File: config.mk
export PLATFORM = sky130hd
export DESIGN_NAME = copro_issue_sched_flat
export DESIGN_NICKNAME = d
export VERILOG_FILES = /design/src/rtl/copro_issue_sched_if.sv /design/src/rtl/copro_issue_sched.sv /design/src/flat_wrapper.sv
export SDC_FILE = /design/constraint.sdc
export NUM_CORES = 1
export LEC_CHECK = 0
export ABC_AREA = 1
export CORE_MARGIN = 2
export CORE_UTILIZATION = 45
export DETAILED_ROUTE_END_ITERATION = 8
export PLACE_DENSITY = 0.68
export SYNTH_ARGS = -nofsm -noshare
export SYNTH_HDL_FRONTEND = slang
export SYNTH_SLANG_ARGS = --single-unit
File: constraint.sdc
create_clock -name clk_i -period 5.8 [get_ports clk_i]
set_clock_uncertainty 0.05 [all_clocks]
set_input_delay 0.58 -clock clk_i [delete_from_list [all_inputs] [get_ports clk_i]]
set_output_delay 0.58 -clock clk_i [all_outputs]
set_load 0.005 [all_outputs]
File: src/rtl/copro_issue_sched_if.sv
// copro_issue_sched_if: issue request, ALU dispatch/result and core result channels
// of copro_issue_sched. The slave modport is the scheduler's view, master is the environment's.
interface copro_issue_sched_if #(
    parameter int unsigned NrRgprPorts = 2,
    parameter int unsigned XLEN        = 32,
    parameter type         opcode_t    = logic [3:0],
    parameter type         hartid_t    = logic,
    parameter type         id_t        = logic
);
    // valid/ready: a transfer happens on each rising clk edge where valid and ready are both 1;
    // payload is meaningful only while valid is 1, and ready never depends on same-cycle valid.
    logic                                req_valid_i;
    logic                                req_ready_o;
    opcode_t                             req_opcode_i;
    hartid_t                             req_hartid_i;
    id_t                                 req_id_i;
    logic [4:0]                          req_rd_i;
    logic [NrRgprPorts-1:0][XLEN-1:0]    req_registers_i;

    opcode_t                             alu_opcode_o;
    hartid_t                             alu_hartid_o;
    id_t                                 alu_id_o;
    logic [4:0]                          alu_rd_o;
    logic [NrRgprPorts-1:0][XLEN-1:0]    alu_registers_o;

    logic                                alu_valid_i;
    logic                                alu_we_i;
    logic [XLEN-1:0]                     alu_result_i;
    hartid_t                             alu_hartid_i;
    id_t                                 alu_id_i;
    logic [4:0]                          alu_rd_i;

    logic                                res_valid_o;
    logic                                res_ready_i;
    logic [XLEN-1:0]                     res_result_o;
    hartid_t                             res_hartid_o;
    id_t                                 res_id_o;
    logic [4:0]                          res_rd_o;
    logic                                res_we_o;

    modport slave (
        input  req_valid_i, req_opcode_i, req_hartid_i, req_id_i, req_rd_i, req_registers_i,
        output req_ready_o,
        output alu_opcode_o, alu_hartid_o, alu_id_o, alu_rd_o, alu_registers_o,
        input  alu_valid_i, alu_we_i, alu_result_i, alu_hartid_i, alu_id_i, alu_rd_i,
        output res_valid_o, res_result_o, res_hartid_o, res_id_o, res_rd_o, res_we_o,
        input  res_ready_i
    );

    modport master (
        output req_valid_i, req_opcode_i, req_hartid_i, req_id_i, req_rd_i, req_registers_i,
        input  req_ready_o,
        input  alu_opcode_o, alu_hartid_o, alu_id_o, alu_rd_o, alu_registers_o,
        output alu_valid_i, alu_we_i, alu_result_i, alu_hartid_i, alu_id_i, alu_rd_i,
        input  res_valid_o, res_result_o, res_hartid_o, res_id_o, res_rd_o, res_we_o,
        output res_ready_i
    );
endinterface

File: src/rtl/copro_issue_sched.sv
// copro_issue_sched: in-order issue FIFO, single dispatch per cycle to a 1-cycle ALU and a
// credit-protected 2-entry result buffer. Optional perf counters: COPRO_SCHED_PERF_CNT_EN.
module copro_issue_sched #(
    parameter int unsigned NrRgprPorts = 2,
    parameter int unsigned XLEN        = 32,
    parameter int unsigned DEPTH       = 4,
    parameter type         opcode_t    = logic [3:0],
    parameter opcode_t     OpIllegal   = '0,
    parameter type         hartid_t    = logic,
    parameter type         id_t        = logic
) (
    input  logic               clk_i,
    input  logic               rst_i,
    input  logic               flush_i,
    copro_issue_sched_if.slave bus
`ifdef COPRO_SCHED_PERF_CNT_EN
    ,
    output logic [31:0]        perf_issued_o,
    output logic [31:0]        perf_stall_o
`endif
);
    localparam int unsigned     PW     = $clog2(DEPTH) + 1;
    localparam logic [PW-1:0]   PtrMsb = {1'b1, {(PW-1){1'b0}}};

    typedef logic [NrRgprPorts-1:0][XLEN-1:0] registers_t;

    typedef struct packed {
        opcode_t    opcode;
        hartid_t    hartid;
        id_t        id;
        logic [4:0] rd;
        registers_t registers;
    } issue_t;

    typedef struct packed {
        logic [XLEN-1:0] result;
        hartid_t         hartid;
        id_t             id;
        logic [4:0]      rd;
        logic            we;
    } result_t;

    issue_t        fifo_q [DEPTH];
    logic [PW-1:0] wr_ptr_q, rd_ptr_q;
    logic          fifo_empty, fifo_full;
    logic          push, dispatch, credit_ok;
    logic          inflight_q;
    issue_t        head, req_entry;

    result_t       rb_q [2];
    logic [1:0]    rb_count_q;
    logic          rb_write, rb_pop;
    result_t       alu_entry;

    assign fifo_empty = (wr_ptr_q == rd_ptr_q);
    assign fifo_full  = ((wr_ptr_q ^ rd_ptr_q) == PtrMsb);
    assign head       = fifo_q[rd_ptr_q[PW-2:0]];

    assign req_entry = '{opcode: bus.req_opcode_i, hartid: bus.req_hartid_i, id: bus.req_id_i,
                         rd: bus.req_rd_i, registers: bus.req_registers_i};
    assign alu_entry = '{result: bus.alu_result_i, hartid: bus.alu_hartid_i, id: bus.alu_id_i,
                         rd: bus.alu_rd_i, we: bus.alu_we_i};

    assign bus.req_ready_o = !fifo_full;
    assign push            = bus.req_valid_i && !fifo_full && !flush_i;
    assign rb_pop          = (rb_count_q != 2'd0) && bus.res_ready_i;
    assign rb_write        = bus.alu_valid_i && !flush_i;

    // A dispatch reserves a buffer slot: buffered + in-flight results, less the one leaving now, stay below 2.
    assign credit_ok = ({1'b0, rb_count_q} + {2'b00, inflight_q}) < (3'd2 + {2'b00, rb_pop});
    assign dispatch  = !fifo_empty && !flush_i && credit_ok;

    assign bus.alu_opcode_o    = dispatch ? head.opcode    : OpIllegal;
    assign bus.alu_hartid_o    = dispatch ? head.hartid    : '0;
    assign bus.alu_id_o        = dispatch ? head.id        : '0;
    assign bus.alu_rd_o        = dispatch ? head.rd        : '0;
    assign bus.alu_registers_o = dispatch ? head.registers : '0;

    always_ff @(posedge clk_i) begin
        if (rst_i || flush_i) begin
            wr_ptr_q <= '0;
            rd_ptr_q <= '0;
        end else begin
            if (push)     wr_ptr_q <= wr_ptr_q + PW'(1);
            if (dispatch) rd_ptr_q <= rd_ptr_q + PW'(1);
        end
    end

    always_ff @(posedge clk_i) begin
        if (push) fifo_q[wr_ptr_q[PW-2:0]] <= req_entry;
    end

    always_ff @(posedge clk_i) begin
        if (rst_i) inflight_q <= 1'b0;
        else       inflight_q <= dispatch;
    end

    // Head always lives in slot 0 so the core-facing fields come straight from a register.
    always_ff @(posedge clk_i) begin
        if (rst_i || flush_i) begin
            rb_count_q <= '0;
            rb_q[0]    <= '0;
            rb_q[1]    <= '0;
        end else begin
            case ({rb_write, rb_pop})
                2'b10: begin
                    if (rb_count_q == 2'd0) rb_q[0] <= alu_entry;
                    else                    rb_q[1] <= alu_entry;
                    rb_count_q <= rb_count_q + 2'd1;
                end
                2'b01: begin
                    rb_q[0]    <= rb_q[1];
                    rb_q[1]    <= '0;
                    rb_count_q <= rb_count_q - 2'd1;
                end
                2'b11: begin
                    if (rb_count_q == 2'd1) begin
                        rb_q[0] <= alu_entry;
                    end else begin
                        rb_q[0] <= rb_q[1];
                        rb_q[1] <= alu_entry;
                    end
                end
                default: ;
            endcase
        end
    end

    assign bus.res_valid_o  = (rb_count_q != 2'd0);
    assign bus.res_result_o = rb_q[0].result;
    assign bus.res_hartid_o = rb_q[0].hartid;
    assign bus.res_id_o     = rb_q[0].id;
    assign bus.res_rd_o     = rb_q[0].rd;
    assign bus.res_we_o     = rb_q[0].we;

`ifdef COPRO_SCHED_PERF_CNT_EN
    logic stall;
    assign stall = !fifo_empty && !flush_i && !credit_ok;

    always_ff @(posedge clk_i) begin
        if (rst_i) begin
            perf_issued_o <= '0;
            perf_stall_o  <= '0;
        end else begin
            if (dispatch && (perf_issued_o != 32'hFFFF_FFFF)) perf_issued_o <= perf_issued_o + 32'd1;
            if (stall && (perf_stall_o != 32'hFFFF_FFFF))     perf_stall_o  <= perf_stall_o + 32'd1;
        end
    end
`endif
endmodule
File: src/flat_wrapper.sv
// flat-port wrapper written by rule: the top's interface ports become plain ports
module copro_issue_sched_flat 
#(
    parameter int unsigned NrRgprPorts = 2,
    parameter int unsigned XLEN        = 32,
    parameter int unsigned DEPTH       = 4,
    parameter type         opcode_t    = logic [3:0],
    parameter opcode_t     OpIllegal   = '0,
    parameter type         hartid_t    = logic,
    parameter type         id_t        = logic
)
  (clk_i, rst_i, flush_i, bus_req_valid_i, bus_req_opcode_i, bus_req_hartid_i, bus_req_id_i, bus_req_rd_i, bus_req_registers_i, bus_req_ready_o, bus_alu_opcode_o, bus_alu_hartid_o, bus_alu_id_o, bus_alu_rd_o, bus_alu_registers_o, bus_alu_valid_i, bus_alu_we_i, bus_alu_result_i, bus_alu_hartid_i, bus_alu_id_i, bus_alu_rd_i, bus_res_valid_o, bus_res_result_o, bus_res_hartid_o, bus_res_id_o, bus_res_rd_o, bus_res_we_o, bus_res_ready_i);
  copro_issue_sched_if #(.NrRgprPorts(NrRgprPorts), .XLEN(XLEN), .opcode_t(opcode_t), .hartid_t(hartid_t), .id_t(id_t)) bus_i ();
  input  logic clk_i;
  input  logic rst_i;
  input  logic flush_i;
  input wire logic [$bits(bus_i.req_valid_i)-1:0] bus_req_valid_i;
  input wire logic [$bits(bus_i.req_opcode_i)-1:0] bus_req_opcode_i;
  input wire logic [$bits(bus_i.req_hartid_i)-1:0] bus_req_hartid_i;
  input wire logic [$bits(bus_i.req_id_i)-1:0] bus_req_id_i;
  input wire logic [$bits(bus_i.req_rd_i)-1:0] bus_req_rd_i;
  input wire logic [$bits(bus_i.req_registers_i)-1:0] bus_req_registers_i;
  output wire logic [$bits(bus_i.req_ready_o)-1:0] bus_req_ready_o;
  output wire logic [$bits(bus_i.alu_opcode_o)-1:0] bus_alu_opcode_o;
  output wire logic [$bits(bus_i.alu_hartid_o)-1:0] bus_alu_hartid_o;
  output wire logic [$bits(bus_i.alu_id_o)-1:0] bus_alu_id_o;
  output wire logic [$bits(bus_i.alu_rd_o)-1:0] bus_alu_rd_o;
  output wire logic [$bits(bus_i.alu_registers_o)-1:0] bus_alu_registers_o;
  input wire logic [$bits(bus_i.alu_valid_i)-1:0] bus_alu_valid_i;
  input wire logic [$bits(bus_i.alu_we_i)-1:0] bus_alu_we_i;
  input wire logic [$bits(bus_i.alu_result_i)-1:0] bus_alu_result_i;
  input wire logic [$bits(bus_i.alu_hartid_i)-1:0] bus_alu_hartid_i;
  input wire logic [$bits(bus_i.alu_id_i)-1:0] bus_alu_id_i;
  input wire logic [$bits(bus_i.alu_rd_i)-1:0] bus_alu_rd_i;
  output wire logic [$bits(bus_i.res_valid_o)-1:0] bus_res_valid_o;
  output wire logic [$bits(bus_i.res_result_o)-1:0] bus_res_result_o;
  output wire logic [$bits(bus_i.res_hartid_o)-1:0] bus_res_hartid_o;
  output wire logic [$bits(bus_i.res_id_o)-1:0] bus_res_id_o;
  output wire logic [$bits(bus_i.res_rd_o)-1:0] bus_res_rd_o;
  output wire logic [$bits(bus_i.res_we_o)-1:0] bus_res_we_o;
  input wire logic [$bits(bus_i.res_ready_i)-1:0] bus_res_ready_i;
  assign bus_i.req_valid_i = bus_req_valid_i;
  assign bus_i.req_opcode_i = bus_req_opcode_i;
  assign bus_i.req_hartid_i = bus_req_hartid_i;
  assign bus_i.req_id_i = bus_req_id_i;
  assign bus_i.req_rd_i = bus_req_rd_i;
  assign bus_i.req_registers_i = bus_req_registers_i;
  assign bus_req_ready_o = bus_i.req_ready_o;
  assign bus_alu_opcode_o = bus_i.alu_opcode_o;
  assign bus_alu_hartid_o = bus_i.alu_hartid_o;
  assign bus_alu_id_o = bus_i.alu_id_o;
  assign bus_alu_rd_o = bus_i.alu_rd_o;
  assign bus_alu_registers_o = bus_i.alu_registers_o;
  assign bus_i.alu_valid_i = bus_alu_valid_i;
  assign bus_i.alu_we_i = bus_alu_we_i;
  assign bus_i.alu_result_i = bus_alu_result_i;
  assign bus_i.alu_hartid_i = bus_alu_hartid_i;
  assign bus_i.alu_id_i = bus_alu_id_i;
  assign bus_i.alu_rd_i = bus_alu_rd_i;
  assign bus_res_valid_o = bus_i.res_valid_o;
  assign bus_res_result_o = bus_i.res_result_o;
  assign bus_res_hartid_o = bus_i.res_hartid_o;
  assign bus_res_id_o = bus_i.res_id_o;
  assign bus_res_rd_o = bus_i.res_rd_o;
  assign bus_res_we_o = bus_i.res_we_o;
  assign bus_i.res_ready_i = bus_res_ready_i;
  copro_issue_sched #(.NrRgprPorts(NrRgprPorts), .XLEN(XLEN), .DEPTH(DEPTH), .opcode_t(opcode_t), .OpIllegal(OpIllegal), .hartid_t(hartid_t), .id_t(id_t)) u_core (.clk_i(clk_i), .rst_i(rst_i), .flush_i(flush_i), .bus(bus_i));
endmodule
* Word-level counts from Yosys, hierarchy flattened *
Memory sizes are Yosys's and may differ from the RTL's. A register that Yosys moved wholly into a read port is not among the register bits.
Index checks and enable logic that the tools add are counted.

storage, ports and cells
  RAM bits = 380
  memories kept = 2
  output and inout port bits = 117
  logic and storage cells = 78
  input bits = 121
  register bits after elaboration = 9

cells by class
  add/subtract/negate cells = 6
  equality and inequality tests = 6
  mux-type cells = 38
  bitwise gates (word level) = 8
  reduce and logical (&&, ||, !) cells = 13
  magnitude comparators = 1

memory list
  memory         words  width  read ports  clocked after memory_dff  wr ports  RTL line                 source
  u_core.fifo_q  4      75     1           1                         1         copro_issue_sched.sv:43  issue_t fifo_q [DEPTH];
  u_core.rb_q    2      40     2           0                         2         copro_issue_sched.sv:50  result_t rb_q [2];

operator list
  cell                 count
  $mux 40              7
  $mux 64              1
  $mux 1               25
  $or 1x1->1           7
  $add 3x1->3 const B  2
  $logic_and 1x1->1    6
  $mux 5               1
  $eq 2x1->1 const B   2
  $eq 2x2->1 const B   2
  $mux 2               2
  $mux 4               1
  $pmux 2 s2           1
  $reduce_bool 2->1    2
  $add 2x1->3          1
  $add 2x1->3 const A  1
  $eq 3x3->1           1
  $eq 3x3->1 const B   1
  $logic_not 1->1      3
  $lt 3x3->1           1
  $xor 3x3->3          1
  $add 2x1->2 const B  1
  $logic_not 2->1      1
  $sub 2x1->2 const B  1
  $logic_or 1x1->1     1

* Longest topological paths before layout *
  word-level depth = 10
  gate-level depth with buffers = 15
  mapped depth without buffers = 13

* Worst setup path after synthesis *
OpenSTA, ideal clock, no wires.

  kind = input to register
  start point = input bus_req_valid_i
  end point = memory u_core.fifo_q[0][0] (netlist bit), enable pin
  required time = 5,241 ps
  path buffers = 0
  stages = 4
  setup time = 509 ps
  slack = 1,123 ps
  arrival time = 4,118 ps
  cells stage by stage = inv_1 -> nor2_1 -> nand2_1 -> nor2_1

on the way
  word-level cells in the longest chain between the ends = 4

ends and longest elaborated chain
  item                            RTL line                 source
  start, declared                 flat_wrapper.sv:17       input wire logic [$bits(bus_i.req_valid_i)-1:0] bus_req_valid_i;
  $logic_and 1x1->1 (2 in a row)  copro_issue_sched.sv:65  assign push = bus.req_valid_i && !fifo_full && !flush_i;
  $mux 1                          copro_issue_sched.sv:90  if (push) fifo_q[wr_ptr_q[PW-2:0]] <= req_entry;
  $mux 1 (not written as such)    copro_issue_sched.sv:90
  end, declared                   copro_issue_sched.sv:43

Every way passes these cells.

==> impl_metrics.env <==
export IMPL_clk_latency_ps=570
export IMPL_wirelength_microns=40530
export IMPL_rsz0062_at_grt="no"
export IMPL_clk_pin_slew_ps=60
export IMPL_timing_rr_start="u_core.rb_count_q[0]"
export IMPL_numPortBuffers=237
export IMPL_cts_root_buf="clkbuf_16"
export IMPL_overflow=0
export IMPL_synth_most_common_cell="edfxtp_1"
export IMPL_required_ps=5170
export IMPL_antenna_found_initial=4
export IMPL_period_share_pct=72.34
export IMPL_ff2ff_path_depth=11
export IMPL_cts_buffers=43
export IMPL_r2r_end="u_core.rb_q[0][51]"
export IMPL_start_util_pct=45.83
export IMPL_tightest_slew_ps=1059
export IMPL_syn_area_sq_um=16860
export IMPL_yosysSeqAreaShare_pct=68.99
export IMPL_max_slew_margin_pct=29.40
export IMPL_postCtsSetupRepairBufs=0
export IMPL_ys_types=24
export IMPL_grt_pass1_wl_microns=62110
export IMPL_cts_resized=0
export IMPL_finalCoreUtilization_pct=56.10
export IMPL_layout_nets=1819
export IMPL_dr_pass1_iters=5
export IMPL_slew_violations=0
export IMPL_synth_seq_cells=391
export IMPL_cts_tree="yes"
export IMPL_hold_buffers=0
export IMPL_syn_inst=1516
export IMPL_dp_hpwl_microns=23550
export IMPL_yosys_warnings=0
export IMPL_seqPwrFrac_pct=51.5
export IMPL_hold_class="reg -> reg"
export IMPL_grt_total_usage_pct=20.60
export IMPL_gp_congestion=0.7447
export IMPL_synth_commonest_cells="edfxtp_1, nor2_1, o21ai_0"
export IMPL_ys_async_sr_fraction_pct=0
export IMPL_post_drt_wl_per_cell_microns=18.53
export IMPL_vias=11640
export IMPL_drc=0
export IMPL_cts_path_max_buffers=3
export IMPL_p_sw_share_pct=22.04
export IMPL_combPwrFrac_pct=7.7
export IMPL_pre_cts_slack_ps=2008
export IMPL_endpoint="bus_alu_registers_o[48]"
export IMPL_crit_fanout=77
export IMPL_multi_input_area_sq_um=4289
export IMPL_status="finished, final reports clean"
export IMPL_power_share_clock_pct=40.8
export IMPL_finalWorstSetupSlack_ps=1604
export IMPL_dieArea_sq_um=39030
export IMPL_die_w_microns=197.6
export IMPL_synth_top_flop_cell="edfxtp_1"
export IMPL_cts_max_level=2
export IMPL_hold_viol_final=0
export IMPL_ant_nets=0
export IMPL_fin_crit_ps=4196
export IMPL_syn2layout_area_growth_pct=22.41
export IMPL_post_synth_top_area_cell="edfxtp_1"
export IMPL_cts_sinks=391
export IMPL_drive_above_1_share_pct=6.523
export IMPL_die_h_microns=197.6
export IMPL_drt_iter0_markers=884
export IMPL_synth_edff_count=380
export IMPL_maxCapViolCount=0
export IMPL_core_sq_um=36790
export IMPL_setup_viol_count_final=0
export IMPL_io_pins=238
export IMPL_rrSetupSlack_ps=2630
export IMPL_clock_fmax_ghz=0.2383
export IMPL_first_global_vias=11370
export IMPL_synth_fp_nets=1649
export IMPL_switching_power_w=0.001376
export IMPL_yosysTopAreaCellShare_pct=67.69
export IMPL_cellLeakagePower_nw=7.645
export IMPL_critical_path_startpoint_type="flip-flop"
export IMPL_grt_start_max_net_pins=121
export IMPL_path_class="reg -> out"
export IMPL_worstPathArrival_ps=3570
export IMPL_synthTopCellsByArea="edfxtp_1, nor2_1, o21ai_0, nand2_1, a21oi_1"
export IMPL_syn_avg_cell_area_sq_um=11.12
export IMPL_critPathCaptureType="output pin"
export IMPL_sequential_cell_area_sq_um=11640
export IMPL_vdd_drop_max_mv=0.2330
export IMPL_via_per_inst=5.320
export IMPL_p_int_w=0.004866
export IMPL_fill_cells=3061
export IMPL_finalSetupTns_ps=0
export IMPL_power_density_nw_per_um2=302.4
export IMPL_rows=70
==> metal layers <==
metal | routed length [microns] | global-route usage (%) | part of all wire, % | up-vias
li1 | - | - | - | 5585
met1 | 17320 | 27.55 | 43 | 5509
met2 | 19000 | 33.58 | 47 | 479
met3 | 3244 | 4.081 | 8.0 | 64
met4 | 942 | 7.380 | 2.3 | 4
met5 | 28 | 0 | 0.069 | -
==> sequential cells by signal, summed over array words and instances, names as in the netlist, named ones only <==
register           flops
u_core.fifo_q        300
u_core.rb_q           80
u_core.wr_ptr_q        3
u_core.inflight_q      1
u_core.rb_count_q      2
u_core.rd_ptr_q        3
==> stage by stage <==
step / cells / hold slack [ps] / power, W / instance area [sq um]
after floorplan: 1516 / 434.9 / 0.003501 / 16860
after global placement: 2109 / 469.0 / 0.003747 / 19330
after detailed placement: 2109 / 483.2 / 0.003755 / 19330
after CTS: 2185 / 491.5 / 0.006286 / 20630
after global routing: 2187 / 515.7 / 0.006430 / 20630
final: 2188 / 484.3 / 0.006241 / 20640
==> cells in the final DEF (no fill, tap or decap), drive strengths merged <==
master,instances
clkdlybuf4s50,237
a21oi,123
clkinv,15
inv,66
nand3b,1
xnor2,1
clkbuf,59
o21ai,232
ha,12
nand2,149
clkinvlp,1
bufinv,1
nand3,87
buf,23
nor2,315
dfxtp,11
xor2,2
edfxtp,380
or2,2
diode,3
==> power by group through the flow <==
stage	logic, W	registers [W]	clock network (W)
after global routing	0.000527	0.00322	0.00268
after CTS	0.000485	0.00321	0.00259
after global placement	0.000477	0.00327	0
after detailed placement	0.000482	0.00327	0
after floorplan	0.000230	0.00327	0
final	0.000480	0.00321	0.00255
==> worst min path at each step <==
stage | cells past startpoint | slack, ps | endpoint | start
6_report | 2 | 480 | u_core.wr_ptr_q[1] | u_core.wr_ptr_q[1]
5_1_grt | 2 | 520 | u_core.wr_ptr_q[1] | u_core.wr_ptr_q[1]
4_1_cts | 2 | 490 | u_core.wr_ptr_q[1] | u_core.wr_ptr_q[1]
3_5_place_dp | 2 | 480 | u_core.wr_ptr_q[1] | u_core.wr_ptr_q[1]
3_3_place_gp | 2 | 470 | u_core.wr_ptr_q[1] | u_core.wr_ptr_q[1]
2_1_floorplan | 2 | 430 | u_core.wr_ptr_q[1] | u_core.wr_ptr_q[1]
==> cell type report <==
type | count | share of cell area (%)
Sequential cell | 391 | 56.40
Inverter | 66 | 1.207
Multi-Input combinational cell | 924 | 20.78
Clock inverter | 17 | 0.5699
Antenna cell | 3 | 0.03638
Tap cell | 468 | 2.838
Timing Repair Buffer | 260 | 12.45
Clock buffer | 59 | 5.712
==> logic make-up (layout without fill, tap and decap cells) <==
logic type	Yosys count	count (layout)	share of synthesized area, %
and+or+nand+nor	554	554	13.06
xor gates and xnor gates	3	3	0.1559
DFF	391	391	68.99
adders and majority gates	12	12	0.8906
buffers and inverters	201	402	5.848
other	0	3	0
AOI/OAI and AO/OA	355	355	11.05
==> critical path, stage by stage, from the launching register on <==
cell	delay [ps]
dfxtp_4	340
buf_4	630
buf_4	770
nor2_1	110
nor2_1	100
o21ai_0	220
a21oi_1	230
clkdlybuf4s50_1	520
Power figures use the tool's default switching activity.
